--- config.mk ---
export PLATFORM = sky130hd
export DESIGN_NAME = mul_sequencer
export DESIGN_NICKNAME = d
export VERILOG_FILES = /design/src/rtl/mul_sequencer.sv
export SDC_FILE = /design/constraint.sdc
export NUM_CORES = 1
export LEC_CHECK = 0
export CORE_MARGIN = 5
export CORE_UTILIZATION = 47
export DETAILED_ROUTE_END_ITERATION = 6
export PLACE_DENSITY = 0.72
export SYNTH_ARGS = -nofsm -noshare
export SYNTH_HDL_FRONTEND = slang
export SYNTH_SLANG_ARGS = --single-unit
--- constraint.sdc ---
create_clock -name clk -period 3.4 [get_ports clk]
set_input_delay 0.85 -clock clk [delete_from_list [all_inputs] [get_ports clk]]
set_output_delay 0.85 -clock clk [all_outputs]
set_load 0.02 [all_outputs]
--- src/rtl/mul_sequencer.sv ---
// Operand FIFO, issue FSM and one-entry result slot in front of a sequential multiplier.
// Pairs are popped one at a time; each product is held until the consumer acknowledges it.
module mul_sequencer #(
  parameter int unsigned x     = 8,
  parameter int unsigned DEPTH = 4
) (
  input  logic                     clk,
  input  logic                     reset,
  input  logic                     in_valid,
  output logic                     in_ready,
  input  logic [x-1:0]             in_a,
  input  logic [x-1:0]             in_b,
  output logic                     start,
  output logic [x-1:0]             OpA,
  output logic [x-1:0]             OpB,
  input  logic                     busy,
  input  logic                     ready,
  input  logic [2*x-1:0]           mul,
  output logic                     res_valid,
  input  logic                     res_ack,
  output logic [2*x-1:0]           res,
  output logic [$clog2(DEPTH):0]   level
);

  localparam int unsigned PW = $clog2(DEPTH);
  localparam int unsigned LW = PW + 1;

  typedef enum logic [1:0] {S_IDLE, S_ISSUE, S_ARM, S_WAIT} state_t;

  state_t          r_state;
  state_t          w_state_nxt;

  logic [x-1:0]    r_mem_a [DEPTH];
  logic [x-1:0]    r_mem_b [DEPTH];
  logic [PW-1:0]   r_wr_ptr;
  logic [PW-1:0]   r_rd_ptr;
  logic [LW-1:0]   r_level;
  logic            r_start;
  logic [x-1:0]    r_opa;
  logic [x-1:0]    r_opb;
  logic [2*x-1:0]  r_res;
  logic            r_res_valid;

  logic            w_push;
  logic            w_pop;
  logic            w_capture;
  logic            w_start_nxt;
  logic            w_slot_free;
  logic            w_fifo_nonempty;

  // A full FIFO never refills in the cycle it is popped.
  assign in_ready        = (r_level != LW'(DEPTH)) && reset;
  assign w_push          = in_valid && in_ready;
  assign w_slot_free     = !r_res_valid || res_ack;
  assign w_fifo_nonempty = (r_level != '0);

  always_ff @(posedge clk) begin
    if (!reset) r_state <= S_IDLE;
    else        r_state <= w_state_nxt;
  end

  // ARM waits for busy so a ready left over from the previous operation is ignored.
  always_comb begin
    w_state_nxt = r_state;
    case (r_state)
      S_IDLE:  if (w_fifo_nonempty && w_slot_free) w_state_nxt = S_ISSUE;
      S_ISSUE: w_state_nxt = S_ARM;
      S_ARM:   if (busy) w_state_nxt = S_WAIT;
      S_WAIT:  if (ready && !busy) w_state_nxt = S_IDLE;
      default: w_state_nxt = S_IDLE;
    endcase
  end

  always_comb begin
    w_pop       = 1'b0;
    w_start_nxt = 1'b0;
    w_capture   = 1'b0;
    case (r_state)
      S_IDLE: begin
        w_pop       = w_fifo_nonempty && w_slot_free;
        w_start_nxt = w_fifo_nonempty && w_slot_free;
      end
      S_WAIT:  w_capture = ready && !busy;
      default: ;
    endcase
  end

  always_ff @(posedge clk) begin
    if (w_push) begin
      r_mem_a[r_wr_ptr] <= in_a;
      r_mem_b[r_wr_ptr] <= in_b;
    end
  end

  always_ff @(posedge clk) begin
    if (!reset) begin
      r_wr_ptr    <= '0;
      r_rd_ptr    <= '0;
      r_level     <= '0;
      r_start     <= 1'b0;
      r_opa       <= '0;
      r_opb       <= '0;
      r_res       <= '0;
      r_res_valid <= 1'b0;
    end else begin
      r_start <= w_start_nxt;
      r_level <= r_level + LW'(w_push) - LW'(w_pop);
      if (w_push) r_wr_ptr <= r_wr_ptr + PW'(1);
      if (w_pop) begin
        r_rd_ptr <= r_rd_ptr + PW'(1);
        r_opa    <= r_mem_a[r_rd_ptr];
        r_opb    <= r_mem_b[r_rd_ptr];
      end
      // Capture and ack never coincide: issue needs the slot free first.
      if (w_capture) begin
        r_res       <= mul;
        r_res_valid <= 1'b1;
      end else if (r_res_valid && res_ack) begin
        r_res_valid <= 1'b0;
      end
    end
  end

  assign start     = r_start;
  assign OpA       = r_opa;
  assign OpB       = r_opb;
  assign res       = r_res;
  assign res_valid = r_res_valid;
  assign level     = r_level;

endmodule

==> flow_metrics.tcl <==
set metrics [dict create \
    port_buffers 75 \
    period_share_pct 95.8 \
    antenna_left 0 \
    synthAdderAreaFrac_pct 3.24 \
    finalCriticalPeriod_ps 3260 \
    slew_viol_final 0 \
    antennaDiodeCount 0 \
    avgSynthCellArea_um2 14.8 \
    synth_largest_area_cell "edfxtp_1" \
    finalPower_mw 3.53 \
    core_area_um2 8590 \
    initial_core_util_pct 47.6 \
    finalHoldViolCount 0 \
    h-tree-depth 3 \
    cts_tree "built" \
    via_per_inst 5.06 \
    cp-startpoint "reset" \
    ys_ff_latch 107 \
    syn_nets 325 \
    arrival_ps 2410 \
    yosys.area_share.simple_pct 7.68 \
    startpoint_type "primary input" \
    p_leak_nw 1.76 \
    first_pass_iters 4 \
    die_x_um 103 \
    ios 76 \
    fin_skew_ps 8.34 \
    power_density_nw_per_um2 683 \
    cts-hold-fix-buffers 0 \
    place_congestion 0.714 \
    ys_seq_area_share_pct 68.1 \
    vias 2370 \
    clock_path_buffers 2 \
    path_clk_slew_ps 90 \
    netlist_area_um2 4090 \
    fillerInstances 677 \
    drive_above_1_share_pct 11.7 \
    fmax_mhz 307 \
    fin_ws_ps 144 \
    antenna_found_initial 0 \
    grt_max_degree 46 \
    clk_root_buffer_cell "clkbuf_8" \
    syn_to_final_growth_pct 26.5 \
    synth_cell_types 28 \
    clk_latency_ps 350 \
    totalWireLength_um 7520 \
    wl_per_cell_um 16.1 \
    drc 0 \
    grt_pass1_wl_um 12200 \
    dieArea_um2 10700 \
    worst-slew-pin-transition_ps 881 \
    synth_compound_area_share_pct 7.50 \
    synth_area_leaders "edfxtp_1 (47%), dfxtp_1 (21%), mux4_2 (8.8%)" \
    whs_ps 464 \
    grt_pass1_vias 2451 \
    post_cts_buffers 0 \
    nets 403 \
    dieHeight_um 103 \
    cts.sinks 107 \
    tns_ps 0 \
    overflow 0 \
    fp-row-count 34 \
    hp-class "reg2reg" \
    crit_type "in2out" \
    pre_cts_ws_ps 20.8 \
    muxShareOfSynthArea_pct 9.79 \
    cp_max_fo 6 \
    synth_top_area_share_pct 47.0 \
    synth_xor_area_share_pct 0.643 \
    synth_top_family_by_area "multiplexers" \
    hold_start "OpB[1]" \
    layoutNonFillerInstCount 468 \
    cap_violations 0 \
    relSlewSlack_pct 41.2 \
    numCtsBuffers 9 \
    cts_resized 0 \
    rsz0062_at_grt "false" \
    drtIter0Drc 52 \
    synthCells 277 \
    end_kind "output pin" \
    status "finished, final reports clean" \
    ir_worst_vdd_mv 0.450 \
    r2r_start "level[1]" \
    setup_viol 0 \
    dp_hpwl_um 4870 \
    yosys_warnings 0 \
    grt_usage_pct 14.9 \
    cp.required_ps 2550 \
    placed_cells_incl_taps 452 \
]
[stage by stage]
stage | util [%] | instance area, um^2
2_1_floorplan | - | 4090
3_3_place_gp | 57.6 | 4950
3_5_place_dp | 57.6 | 4950
4_1_cts | 60.2 | 5170
5_1_grt | 60.2 | 5170
6_report | 60.2 | 5170
[power breakdown]
group	switching [mW]	total, mW	internal (mW)	leakage [nW]
Combinational	0.495	1.02	0.521	0.719
Clock	0.426	0.846	0.420	0.107
Sequential	0.118	1.67	1.55	0.931
[state kept, by name, summed over array words and instances, names as in the netlist]
register and count:
OpA 8, r_mem_b 32, level 3, r_wr_ptr 2
OpB 8, r_state 2, res 16, r_rd_ptr 2
res_valid 1, r_mem_a 32, start 1
[worst max-delay path, stage by stage]
cell and delay (ps):
clkdlybuf4s50_1 490, a21boi_1 380, clkdlybuf4s50_1 680
[layout by cell type, fill, tap and decap left out, types with 2 or more instances in the layout]
| cell type | n |
|---|---|
| edfxtp_1 | 64 |
| nand2_1 | 56 |
| nand2b_1 | 3 |
| o2bb2ai_1 | 16 |
| and3_1 | 5 |
| inv_1 | 10 |
| clkinvlp_4 | 2 |
| clkdlybuf4s50_1 | 75 |
| mux4_2 | 16 |
| buf_4 | 8 |
| a21boi_0 | 17 |
| mux2i_1 | 4 |
| bufinv_16 | 2 |
| clkbuf_8 | 9 |
| ha_1 | 9 |
| and2_1 | 3 |
| dfxtp_1 | 43 |
| xnor2_1 | 2 |
| nor2_1 | 2 |
[cell families after synthesis]
logic type                 Yosys count
xor gates and xnor gates             3
and+or+nand+nor                     73
adders and majority gates           10
AOI/OAI and AO/OA                   38
buffers and inverters               26
DFF                                107
muxes                               20
[Yosys cell counts]
| library cell | instances |
|---|---|
| a211o_1 | 1 |
| a21boi_0 | 18 |
| a21oi_1 | 1 |
| a2bb2oi_1 | 1 |
| and2_1 | 3 |
| and2_4 | 1 |
| and3_1 | 5 |
| buf_2 | 7 |
| buf_4 | 1 |
| buf_6 | 2 |
| clkbuf_1 | 6 |
| dfxtp_1 | 43 |
| edfxtp_1 | 64 |
| fa_1 | 1 |
| ha_1 | 9 |
| inv_1 | 10 |
| mux2i_1 | 4 |
| mux4_2 | 16 |
| nand2_1 | 56 |
| nand2b_1 | 3 |
| nor2_1 | 2 |
| nor2b_1 | 1 |
| o221ai_1 | 1 |
| o2bb2ai_1 | 16 |
| or2_2 | 1 |
| or3_1 | 1 |
| xnor2_1 | 2 |
| xor2_1 | 1 |
[layout make-up]
| cell class | count | area, um^2 | share of cell area, % |
|---|---|---|---|
| Inverter | 10 | 37.5 | 0.726 |
| Clock buffer | 9 | 124 | 2.40 |
| Clock inverter | 7 | 100 | 1.94 |
| Multi-Input combinational cell | 144 | 1180 | 22.8 |
| Tap cell | 108 | 135 | 2.61 |
| Sequential cell | 107 | 2780 | 53.8 |
| Timing Repair Buffer | 83 | 811 | 15.7 |
[routing by layer]
metal,part of all wire (%),wire (um),global-route usage [%]
met3,7.0,524,3.15
met4,0.70,53,4.48
met5,0,0,0
met2,47,3520,25.1
met1,45,3420,19.6
[final timing paths]
path,to,slack [ps],cells past startpoint
worst max-delay path,in_ready,140,3
worst min-delay path,OpB[1],460,2
worst max register to register,level[2],890,11
worst min register to register,OpB[1],460,2
No activity file was read; power rests on OpenSTA's default activity.
